### src/rtl/l2_arbiter.sv
// Two-master round-robin wishbone arbiter placing the L1 I-cache and the
// L1 D-cache in front of the unified L2, one line transaction at a time.
module l2_arbiter #(
  parameter int ADDR_W = 12,
  parameter int DATA_W = 128,
  parameter int SEL_W  = 16
) (
  input  logic              clk,
  input  logic              rst,
  input  logic              i_cyc,
  input  logic              i_stb,
  input  logic              i_we,
  input  logic [ADDR_W-1:0] i_adr,
  input  logic [SEL_W-1:0]  i_sel,
  input  logic [DATA_W-1:0] i_dat_m,
  output logic              i_ack,
  output logic              i_rty,
  input  logic              d_cyc,
  input  logic              d_stb,
  input  logic              d_we,
  input  logic [ADDR_W-1:0] d_adr,
  input  logic [SEL_W-1:0]  d_sel,
  input  logic [DATA_W-1:0] d_dat_m,
  output logic              d_ack,
  output logic              d_rty,
  output logic [DATA_W-1:0] dat_s,
  output logic              l2_cyc,
  output logic              l2_stb,
  output logic              l2_we,
  output logic [ADDR_W-1:0] l2_adr,
  output logic [SEL_W-1:0]  l2_sel,
  output logic [DATA_W-1:0] l2_dat_m,
  input  logic [DATA_W-1:0] l2_dat_s,
  input  logic              l2_ack,
  input  logic              l2_rty
);

  typedef enum logic [1:0] {
    IDLE    = 2'd0,
    GRANT_I = 2'd1,
    GRANT_D = 2'd2
  } state_t;

  state_t state_q, state_d;
  logic   last_grant_q, last_grant_d;  // 0 = I-cache, 1 = D-cache
  logic   req_i, req_d;

  assign req_i = i_cyc & i_stb;
  assign req_d = d_cyc & d_stb;

  // State and round-robin pointer; reset favours I on the first tie.
  always_ff @(posedge clk) begin
    if (rst) begin
      state_q      <= IDLE;
      last_grant_q <= 1'b1;
    end else begin
      state_q      <= state_d;
      last_grant_q <= last_grant_d;
    end
  end

  // Next-state logic; l2_rty never ends a grant, only ack or abort does.
  always_comb begin
    state_d      = state_q;
    last_grant_d = last_grant_q;
    case (state_q)
      IDLE: begin
        if (req_i && req_d) begin
          state_d = last_grant_q ? GRANT_I : GRANT_D;
        end else if (req_i) begin
          state_d = GRANT_I;
        end else if (req_d) begin
          state_d = GRANT_D;
        end else begin
          state_d = IDLE;
        end
      end
      GRANT_I: begin
        if (l2_ack || !req_i) begin
          state_d      = IDLE;
          last_grant_d = 1'b0;
        end else begin
          state_d = GRANT_I;
        end
      end
      GRANT_D: begin
        if (l2_ack || !req_d) begin
          state_d      = IDLE;
          last_grant_d = 1'b1;
        end else begin
          state_d = GRANT_D;
        end
      end
      default: begin
        state_d = IDLE;
      end
    endcase
  end

  // Forwarding mux; rst blanks it so a reset mid-grant yields no ack.
  always_comb begin
    l2_cyc   = 1'b0;
    l2_stb   = 1'b0;
    l2_we    = 1'b0;
    l2_adr   = '0;
    l2_sel   = '0;
    l2_dat_m = '0;
    i_ack    = 1'b0;
    d_ack    = 1'b0;
    if (!rst) begin
      case (state_q)
        GRANT_I: begin
          l2_cyc   = i_cyc;
          l2_stb   = i_stb;
          l2_we    = i_we;
          l2_adr   = i_adr;
          l2_sel   = i_sel;
          l2_dat_m = i_dat_m;
          i_ack    = l2_ack;
        end
        GRANT_D: begin
          l2_cyc   = d_cyc;
          l2_stb   = d_stb;
          l2_we    = d_we;
          l2_adr   = d_adr;
          l2_sel   = d_sel;
          l2_dat_m = d_dat_m;
          d_ack    = l2_ack;
        end
        default: begin
          l2_cyc = 1'b0;
        end
      endcase
    end else begin
      l2_cyc = 1'b0;
    end
  end

  assign i_rty = req_i & ~i_ack;
  assign d_rty = req_d & ~d_ack;
  assign dat_s = l2_dat_s;

endmodule

### config.mk
export PLATFORM = sky130hd
export DESIGN_NAME = l2_arbiter
export DESIGN_NICKNAME = d
export VERILOG_FILES = /design/src/rtl/l2_arbiter.sv
export SDC_FILE = /design/constraint.sdc
export NUM_CORES = 1
export LEC_CHECK = 0
export CAP_MARGIN = 15
export CELL_PAD_IN_SITES_DETAIL_PLACEMENT = 1
export CELL_PAD_IN_SITES_GLOBAL_PLACEMENT = 1
export CORE_AREA = 4 4 289 291
export CTS_CLUSTER_SIZE = 24
export DETAILED_ROUTE_END_ITERATION = 10
export DIE_AREA = 0 0 293 295
export PLACE_DENSITY = 0.51
export SLEW_MARGIN = 40
export SYNTH_ARGS = -nofsm -noshare
export SYNTH_HDL_FRONTEND = slang
export SYNTH_SLANG_ARGS = --single-unit
export TNS_END_PERCENT = 30
### constraint.sdc
create_clock -name clk -period 1.9 [get_ports clk]
set_input_delay 0.38 -clock clk [delete_from_list [all_inputs] [get_ports clk]]
set_output_delay 0.38 -clock clk [all_outputs]
set_load 0.01 [all_outputs]
Yosys cells after proc, flatten, opt, wreduce, memory -nomap -nowiden
Cells that the tools add are included.
W data, S select, Z words.
{"block": "totals", "register_bits": 3, "elab_cells": 46, "output_inout_bits": 291, "input_bits": 450}
{"block": "classes", "n_bitwise": 6, "n_eq_ne": 4, "n_reduce_logical": 8, "muxes": 26}
{"operator": "$pmux W128 S2", "n": 1}
{"operator": "$mux W128", "n": 1}
{"operator": "$pmux W16 S2", "n": 1}
{"operator": "$pmux W12 S2", "n": 1}
{"operator": "$mux W16", "n": 1}
{"operator": "$mux W12", "n": 1}
{"operator": "$mux W1", "n": 10}
{"operator": "$mux W2", "n": 5}
{"operator": "$pmux W1 S2", "n": 4}
{"operator": "$pmux W2 S3", "n": 1}
{"operator": "$and A1 B1 Y1", "n": 4}
{"operator": "$ne A2 B2 Y1 const B", "n": 2}
{"operator": "$reduce_and A3 Y1", "n": 1}
{"operator": "$eq A2 B1 Y1 const B", "n": 1}
{"operator": "$eq A2 B2 Y1 const B", "n": 1}
{"operator": "$logic_not A1 Y1", "n": 2}
{"operator": "$logic_not A2 Y1", "n": 1}
{"operator": "$logic_or A1 B1 Y1", "n": 2}
{"operator": "$not A1 Y1", "n": 2}
{"operator": "$reduce_bool A2 Y1", "n": 1}
{"operator": "$logic_and A1 B1 Y1", "n": 1}

Longest topological paths before layout
{"block": "depth", "word_depth": 5, "depth_mapped": 7}

Worst setup path before layout
Ideal clock, no wire load.
{"block": "synth_path", "path_kind": "reg-to-output", "from": "register state_q[0]", "to": "output port l2_adr[10]", "arrival_ns": 1.312, "setup_slack_ns": 0.208, "n_path_buf": 3, "path_stages_with_launch": 8, "cell_sequence": "dfxtp_1 -> inv_1 -> ha_1 -> nand2b_1 -> buf_2 -> buf_2 -> buf_6 -> nor2_1"}
{"block": "synth_via", "elab_chain_len": 3, "word_cells_on_any_way": 4, "classes_between": "eq/ne (2); mux (2)"}
{"element": "from (decl)", "line_no": "44", "rtl": "state_t state_q, state_d;"}
{"element": "from (signal assigned)", "line_no": "57", "rtl": "state_q <= state_d;"}
{"element": "$eq A2 B2 Y1 or $eq A2 B1 Y1 (tied branches)", "line_no": "111", "rtl": "case (state_q)"}
{"element": "$pmux W12 S2 *", "line_no": "111"}
{"element": "$mux W12 *", "line_no": "110", "rtl": "if (!rst) begin"}
{"element": "to (decl)", "line_no": "30", "rtl": "output logic [ADDR_W-1:0] l2_adr,"}
Every way passes the cells marked *; elsewhere a longest branch is shown, timed or not.

Worst setup path after layout
{"block": "layout_path", "from": "register state_q[1]", "to": "output port l2_sel[12]"}
{"block": "layout_via", "elab_chain_len": 3, "word_cells_on_any_way": 4, "classes_between": "eq/ne (2); mux (2)"}
{"element": "$eq A2 B2 Y1 or $eq A2 B1 Y1 (tied branches)", "line_no": "111"}
{"element": "$pmux W16 S2 *", "line_no": "111"}
{"element": "$mux W16 *", "line_no": "110"}
{"element": "to (decl)", "line_no": "31", "rtl": "output logic [SEL_W-1:0] l2_sel,"}
Marked as above.

==> flow_metrics.tcl <==
set metrics [dict create \
    critPathTopFamily "buffers and inverters" \
    post_drt_wl_per_cell_um 18.9 \
    synth_top_area_cell "a22oi_1" \
    fin_crit_sh_pct 118 \
    grt_pass1_wl_um 48200 \
    routabilityCongestion 0.828 \
    drv_slew 0 \
    setup_viol 162 \
    firstDrtPassIters 4 \
    synth_edf_count 0 \
    holdWs_ns 0.541 \
    die_y_um 295 \
    min_path_type "flop to flop" \
    syn_avg_cell_area_um2 6.29 \
    place_inst 1950 \
    final_hold_viol_count 0 \
    path_class "flop to output pin" \
    cts_tree "built" \
    synthCells 527 \
    r2r_end "last_grant_q" \
    total_power_mw 1.91 \
    ios 741 \
    wl_um 37400 \
    die_x_um 293 \
    worstSetupStartpoint "state_q[1]" \
    yosysMostFrequentCell "nor2_1" \
    rows 104 \
    fillers 9575 \
    min_period_ns 2.24 \
    clk_pin_slew_ns 0.03 \
    cts_max_level 1 \
    setup_ws_ns -0.338 \
    clockRootBuffer "clkbuf_16" \
    final_cell_count_no_fill 1975 \
    path_common_cell "buf_4" \
    synth_top_area_share_pct 36.0 \
    insertion_delay_ns 0.22 \
    routed_via_density 2.86 \
    nets 1366 \
    worstMarginPinSlew_ns 0.464 \
    final_core_util_pct 12.1 \
    area_delta_synth_final_pct 193 \
    drc 0 \
    netlist_top_cells_area "a22oi_1 (36%), buf_4 (29%), nor2_1 (18%)" \
    slowest_delay_ns 0.34 \
    crit_buf_inv 5 \
    clock_sinks 3 \
    start_util_pct 4.11 \
    drtIter0Drc 88 \
    grt_use_total_pct 7.76 \
    p_leak_nw 3.18 \
    path_depth 8 \
    die_area_mm2 0.0864 \
    clk_path_buf_depth 2 \
    timing.rr.start "state_q[1]" \
    fmax_mhz 447 \
    port_buffers 483 \
    slew_headroom_pct 68.2 \
    end_kind "output pin" \
    yosysWarnings 0 \
    power_density_mw_per_mm2 197 \
    grt_max_degree 55 \
    cts_buffers 3 \
    status "finished with violations" \
    synth_seq_area_share_pct 1.81 \
    cp-start-kind "flop" \
    cp_data_arrival_time_ns 1.86 \
    synth_seq_cells 3 \
    vias 5646 \
    fin_worst_skew_ns 0.00367 \
    violations "setup timing" \
    place_area_mm2 0.00885 \
    vdd_drop_max_mv 0.210 \
    rsz0062_at_grt "true" \
    grt_remaining_overflow 0 \
    async_flop_share_pct 0 \
    drive_gt1_share_pct 40.9 \
    tns_ns -33.26 \
    crit_slowest_cell "dfxtp_2" \
    path_max_fanout 22 \
    r2r_slack_ns 0.04 \
    core_mm2 0.0805 \
    hpwlAfterDp_um 29000 \
    critPathCapture "l2_sel[12]" \
    crit_chain "inv_1 -> ha_4 -> buf_16 -> buf_12 -> buf_4 -> a22oi_1 -> nor2_1 -> buf_4" \
    ant_nets 0 \
    grt_pass1_vias 6338 \
    antenna_found_initial 6 \
    final_area_mm2 0.00971 \
    ys.flop_type "dfxtp_1" \
    syn_nets 981 \
    r2r.worst_path.cells 7 \
    dp_slack_ns -0.614 \
    synthTopCellsByCount "nor2_1 (161), a22oi_1 (159), buf_4 (129), buf_2 (29)" \
    crit_required_ns 1.52 \
    maxCapViolations 0 \
    synth.distinct_cells 21 \
    synth_area_mm2 0.00331 \
]
## cells in the final DEF, fill, tap and decap left out, drive strengths merged, types with 2 or more instances in the layout
master	count
clkdlybuf4s50	319
nor2	161
buf	160
a22oi	159
clkbuf	43
dlygate4sd2	23
clkdlybuf4s15	20
diode	4
ha	4
dfxtp	3
and3b	2
nand2	2
o21ai	2
inv	2
nand2b	2
## kinds of logic (layout without fill, tap and decap cells)
group	Yosys count	in the layout	share of synthesized area (%)
AND/OR/NAND/NOR	170	170	19.9
buffers and inverters	184	568	39.3
AO/OA/AOI/OAI	166	166	37.5
other	0	4	0
adder cells (fa/ha/maj)	4	4	1.51
flip-flops	3	3	1.81
## what timing repair did
action	CTS	global route
hold buffers	0	0
resized for setup	516	138
pin swaps	25	19
buffers inserted	8	1
endpoints found under the setup margin	163	164
endpoints found under the hold margin	0	0
gates cloned	9	3
## area by class of cell
type | instances | area [um^2] | share of cell area [%]
diodes | 4 | 10.0 | 0.103
flip-flops and latches | 3 | 62.6 | 0.644
well taps | 1060 | 1330 | 13.7
repair buffers | 562 | 5530 | 56.9
inverters | 2 | 7.51 | 0.0773
multi-input cells | 340 | 2690 | 27.8
clock buffers | 4 | 78.8 | 0.812
## worst min-delay path by stage
stage                             from      endpoint  slack, ns  cells after the start
after floorplan                    rst    state_q[1]       0.46                      1
after detailed placement  last_grant_q  last_grant_q       0.54                      1
after global placement    last_grant_q  last_grant_q       0.54                      1
after global routing      last_grant_q  last_grant_q       0.58                      1
after CTS                 last_grant_q  last_grant_q       0.55                      1
final                     last_grant_q  last_grant_q       0.54                      1
## worst register-to-register path, cell delays in order, from the launching register on
cell and delay (ns):
dfxtp_2 0.32, inv_1 0.14, ha_4 0.22, buf_6 0.16, buf_16 0.21, a32oi_1 0.18, o31a_1 0.26, a211o_1 0.26
## where the power goes
group	switching (mW)	leakage, nW	internal (mW)
logic	0.573	3.12	0.934
registers	0.00288	0.0254	0.0668
clock network	0.0582	0.0382	0.277
## registers in the layout, indices dropped and copies added (netlist names)
signal / cells
last_grant_q: 1
state_q: 2
## routing by layer
layer	part of all wire [%]	wire length (um)	vias up	global-route usage (%)
li1	-	-	2524	-
met3	11	3990	52	3.00
met2	47	17500	448	13.4
met1	39	14700	2618	8.72
met5	0.064	24	-	0.0542
met4	3.2	1190	4	2.68
Power figures use the tool's default switching activity.
==> variant 1, RTL diff (same settings) <==
The 3 states of `state_t` get a one-hot encoding in 3 bits.
--- a/src/rtl/l2_arbiter.sv
+++ b/src/rtl/l2_arbiter.sv
@@ -37,6 +37,6 @@
 
-  typedef enum logic [1:0] {
-    IDLE    = 2'd0,
-    GRANT_I = 2'd1,
-    GRANT_D = 2'd2
+  typedef enum logic [2:0] {
+    IDLE    = 3'b001,
+    GRANT_I = 3'b010,
+    GRANT_D = 3'b100
   } state_t;
Function: no difference found for any inputs over 4 cycles, from zero or initial values and one cycle with rst high; so few cycles prove little.
==> variant 1 against the original RTL <==
  * The run still ends with setup timing left
  * Critical path depth is 2 higher
  * Power is 4.9% lower
  * Setup slack worse by 27 ps
  * Sequential share of layout area is 0.22 points higher
  * Synthesized area is 25% higher
  * Sequential cell count is 1 higher
  * Routed wire length is 10% lower
  * Cell area is 3.1% higher
  * Via count is 3.2% higher
  * Critical path type unchanged
  * Highest routed layer unchanged
==> variant 1: results (changes against the original RTL) <==
metric;value;unit;change
synth_common_cells;buf_4 (132), a22oi_2 (90), nor2_2 (90);;was nor2_1 (161), a22oi_1 (159), buf_4 (129)
setup_violations;161;;was 162
grt_max_degree;62;;was 55
antenna_found_initial;1;;was 6
worstSkewPairLatency;220;ps;about the same
drt_iter0_markers;96;;was 88
synth.distinct_cells;23;;was 21
timing.max_slew.rel_slack;66.9;%;was 68.2%
ys_seq_area_share;1.94;%;was 1.81%
drive_above_1_share;51.7;%;was 40.9%
stdcell_count;2026;;was 1975
finalClockSkew;3.54;ps;was 3.67 ps
dp_slack;-529;ps;was -614 ps
worst_slack;-365;ps;was -338 ps
nNetsFinal;1418;;was 1366
cts_buffers;3;;unchanged
cts_max_level;1;;unchanged
finalSetupTns;-37200;ps;was -33260 ps
dp_hpwl;26100;um;was 29000 um
synth_ff_type;dfxtp_1;;unchanged
dr.pass1.iters;4;;unchanged
grt_first_pass_wirelength;44500;um;was 48200 um
hold_path.class;reg2reg;;unchanged
gr-usage-met3;3.60;%;was 3.00%
syn-num-nets;979;;was 981
status;complete, but fails checks;;unchanged
violations;setup timing;;unchanged
synth_warnings;0;;unchanged
drt-total-wl;33500;um;was 37400 um
place_congestion;0.842;;was 0.828
grt_use_met2;11.8;%;was 13.4%
postLayoutCellArea;10000;sq um;was 9710 sq um
worstPathArrival;1890;ps;was 1860 ps
clk_path_buf_depth;2;;unchanged
diodes;0;;was 4
crit_type;reg2out;;unchanged
routed_via_density;2.88;;was 2.86
max_stage_delay;320;ps;was 340 ps
portBuffers;483;;unchanged
place_area;9590;sq um;was 8850 sq um
synth_area_leaders;a22oi_2 (27%), buf_4 (24%), nor2_2 (14%), a22oi_1 (13%), buf_8 (7.3%);;was a22oi_1 (36%), buf_4 (29%), nor2_1 (18%), buf_2 (4.4%), buf_6 (4.1%)
met1_usage;6.98;%;was 8.72%
grt_pass1_vias;6690;;was 6338
synthArstFlopShare;0;%;unchanged
ctsHoldBuffers;0;;unchanged
reg_top3;state_q x3, last_grant_q x1;;was state_q x2, last_grant_q x1
crit_fanout;14;;was 22
syn_avg_cell_area;7.80;sq um;was 6.29 sq um
r2r_start;state_q[2];;was state_q[1]
p_leak;0.00362;uW;was 0.00318 uW
cp_slowest_cell;dfxtp_2;;unchanged
synth_top_area_cell;a22oi_2;;was a22oi_1
dp_cells;1961;;was 1950
clkTransAtPathRegs;30;ps;about the same
clockRootBuffer;clkbuf_16;;unchanged
ir_drop;196;uV;was 210 uV
cp-startpoint;state_q[0];;was state_q[1]
hp-start;last_grant_q;;unchanged
grtUsageTotal;6.88;%;was 7.76%
variant 1: changes by cell type after synthesis, moves of 3 or more:
cell / before / now
buf_4: 129 / 132
clkbuf_1: 12 / 16
a22oi_1: 159 / 70
nor2_2: 0 / 90
nor2_1: 161 / 71
ha_1: 4 / 0
buf_6: 12 / 0
buf_2: 29 / 14
a22oi_2: 0 / 90
buf_8: 0 / 20
variant 1: logic make-up after synthesis:
logic type | Yosys count | share of synthesized area (%)
buf+inv | 184 | 34.6
flops | 4 | 1.94
xor+xnor | 1 | 0.212
compound gates | 167 | 41.1
simple gates | 173 | 22.1
variant 1: critical path: cells and delay by family, from the launching register on:
kind / cells / cell delay, ps
AND/OR/NAND/NOR: 2 / 320
AO/OA/AOI/OAI: 1 / 50
buffers and inverters: 7 / 960
flip-flops: 1 / 320
variant 1: metal layers:
metal  up-vias  part of all wire (%)
met1      2624                    35
li1       2623                     -
met3        56                    14
met4         8                   3.9
met2       514                    47
met5         -                  0.62
variant 1: through the flow:
stage | power, uW | hold slack, ps
after floorplan | 690 | 453
after global placement | 1410 | 476
after detailed placement | 1420 | 503
after CTS | 1830 | 510
after global routing | 1930 | 534
final | 1820 | 500
variant 1: where the power goes:
part           total (uW)  switching (uW)  internal [uW]  leakage, uW
clock                 324            55.1            268    0.0000370
combinational        1390             509            883      0.00355
sequential            101            8.22           92.8    0.0000336
variant 1: timing repair:
item,in CTS,in global routing
setup endpoints to repair,162,163
endpoints found under the hold margin,0,0
gates cloned,7,3
buffers inserted,36,22
gates resized for setup,491,194
pin swaps,23,13
variant 1: worst paths after layout:
path | to | slack [ps] | depth (start not counted)
max | l2_sel[5] | -370 | 10
min | last_grant_q | 500 | 1
max reg2reg | last_grant_q | 370 | 7
min reg2reg | last_grant_q | 500 | 1
variant 1: layout make-up:
type                       count  area (sq um)
clock buffer                   3          75.1
fill                        9612         70500
tap                         1060          1330
timing repair buffer         616          5800
sequential                     4          86.3
multi-input combinational    341          2710
inverter                       2          7.51
==> variant 2, RTL diff (same settings) <==
Made on the original files. Change the parameter `ADDR_W` from 12 to 11.
--- a/src/rtl/l2_arbiter.sv
+++ b/src/rtl/l2_arbiter.sv
@@ -3,3 +3,3 @@
 module l2_arbiter #(
-  parameter int ADDR_W = 12,
+  parameter int ADDR_W = 11,
   parameter int DATA_W = 128,
Ports: changed (resized d_adr, i_adr and l2_adr); port bits go from 741 to 738. No check against the original RTL was run, so the function may have changed too.
==> variant 2 against the original RTL <==
  * The run still ends with setup timing left
  * Maximum frequency down 1.0%
  * Routed wire length fell by 4.9%
  * Setup slack worse by 23 ps
  * Register-to-register slack improved by 160 ps
  * Clock power barely moved
  * Global-route usage fell by 0.92 points
  * Synthesized area grew 11%
  * Clock skew down 3.4 ps
  * Largest power group unchanged
  * Cell area is 11% higher
  * Sequential power down 1%
  * Largest cell class unchanged
  * Sequential cell count is the same
  * Critical path depth is 1 higher
  * Power is 11% higher
  * Utilization rose by 1.3 points
==> variant 2: results (changes against the original RTL) <==
metric;value;unit;change
yosys-mux-area-fraction;0;%;unchanged
stdcell_count;2019;;was 1975
clk_share;0.732;%;was 0.812%
synth_area_leaders;a22oi_1 (32%), buf_4 (26%), nor2_2 (14%), nor2_1 (6.1%), nor2_4 (6.1%);;was a22oi_1 (36%), buf_4 (29%), nor2_1 (18%), buf_2 (4.4%), buf_6 (4.1%)
grt_pass1_vias;6299;;was 6338
timing.max_slew.rel_slack;76.3;%;was 68.2%
hold_path.class;reg2reg;;unchanged
p_leak;0.00363;uW;was 0.00318 uW
r2r_cells;8;;was 7
worstPathArrival;1880;ps;was 1860 ps
cts_buffers;3;;unchanged
synth_xor_area_share;0;%;unchanged
fillCellCount;9478;;was 9575
synth_warnings;0;;unchanged
dp_slack;-638;ps;was -614 ps
finalClockSkew;0.299;ps;was 3.67 ps
nNetsFinal;1411;;was 1366
syn-num-nets;977;;was 981
reg2reg_slack;200;ps;was 40 ps
wl_per_cell;17.6;um;was 18.9 um
crit_end;l2_dat_m[90];;was l2_sel[12]
setup_violations;162;;unchanged
violations;setup timing;;unchanged
diodes;1;;was 4
ir_drop;220;uV;was 210 uV
multi_input_area;3180;sq um;was 2690 sq um
drt_iter0_markers;126;;was 88
synthAdderAreaFrac;1.36;%;was 1.51%
synth_common_cells;a22oi_1 (158), buf_4 (130), nor2_2 (80);;was nor2_1 (161), a22oi_1 (159), buf_4 (129)
drive_above_1_share;57.6;%;was 40.9%
status;complete, but fails checks;;unchanged
antenna_found_initial;0;;was 6
clkTransAtPathRegs;30;ps;about the same
syn_inst;525;;was 527
cp-startpoint;state_q[1];;unchanged
dp_hpwl;26800;um;was 29000 um
seq-cell-share;0.581;%;was 0.644%
crit_fanout;15;;was 22
worstSkewPairLatency;220;ps;about the same
finalSetupTns;-29090;ps;was -33260 ps
layout.non_clock_buffers;611;;was 562
cts_max_level;1;;unchanged
multi_input_gates;338;;was 340
area_share_nonclk_buffers;56.7;%;was 56.9%
grt_max_degree;25;;was 55
synth.distinct_cells;25;;was 21
portBuffers;480;;was 483
synthArstFlopShare;0;%;unchanged
seq_cells;3;;unchanged
ys_seq_area_share;1.63;%;was 1.81%
worst_slack;-361;ps;was -338 ps
grt_first_pass_wirelength;44500;um;was 48200 um
routed_via_density;2.86;;about the same
max_stage_delay;320;ps;was 340 ps
grtUsageTotal;6.84;%;was 7.76%
cp_top_family;buffers and inverters;;unchanged
synth_compound_area_share;33.5;%;was 37.5%
place_congestion;0.840;;was 0.828
==> variant 2: cell count changes after synthesis, sizes merged <==
cell,change
a22oi,-1
buf,+2
clkbuf,-2
nor2,-1
==> variant 2: repair_timing <==
action	4_1_cts	5_1_grt
gates cloned	5	8
buffers inserted	10	32
pin swaps	15	69
resized for setup	293	476
endpoints found under the hold margin	0	0
setup endpoints to repair	162	162
hold buffers	0	0
==> variant 2: per-stage QoR <==
stage               hold slack, ps  area [sq um]  util [%]  power (uW)
finish                         523         10800      13.4        2120
global route                   568         10800      13.4        2240
CTS                            526          9900      12.3        1880
detailed placement             518          9370      11.6        1390
global placement               518          9370      11.6        1370
floorplan                      459          3690         -         708
==> variant 2: report_power, final <==
part	total (uW)	switching, uW	leakage (uW)	internal, uW
Clock	336	59.1	0.0000382	277
Combinational	1710	657	0.00357	1050
Sequential	68.9	2.19	0.0000254	66.7
Total	2120	718	0.00363	1400
==> variant 2: per-layer routing <==
layer	wire (um)	up-vias	global-route usage, %
li1	-	2611	-
met1	13000	2673	7.30
met2	17100	443	11.8
met3	4130	57	3.25
met4	1250	0	2.43
met5	0	-	0.0542
==> variant 2: cells by family (layout without fill, tap and decap cells) <==
family                   after synthesis  count (layout)
AO/OA/AOI/OAI                        165             165
adder cells (fa/ha/maj)                4               4
buffers and inverters                184             617
flip-flops                             3               3
other                                  0               1
AND/OR/NAND/NOR                      169             169
==> variant 2: worst min path at each step <==
stage              endpoint          from  cells past startpoint  slack [ps]
3_3_place_gp   last_grant_q  last_grant_q                      1         520
2_1_floorplan    state_q[1]           rst                      1         460
6_report       last_grant_q  last_grant_q                      1         520
5_1_grt        last_grant_q  last_grant_q                      1         570
4_1_cts        last_grant_q  last_grant_q                      1         530
3_5_place_dp   last_grant_q  last_grant_q                      1         520
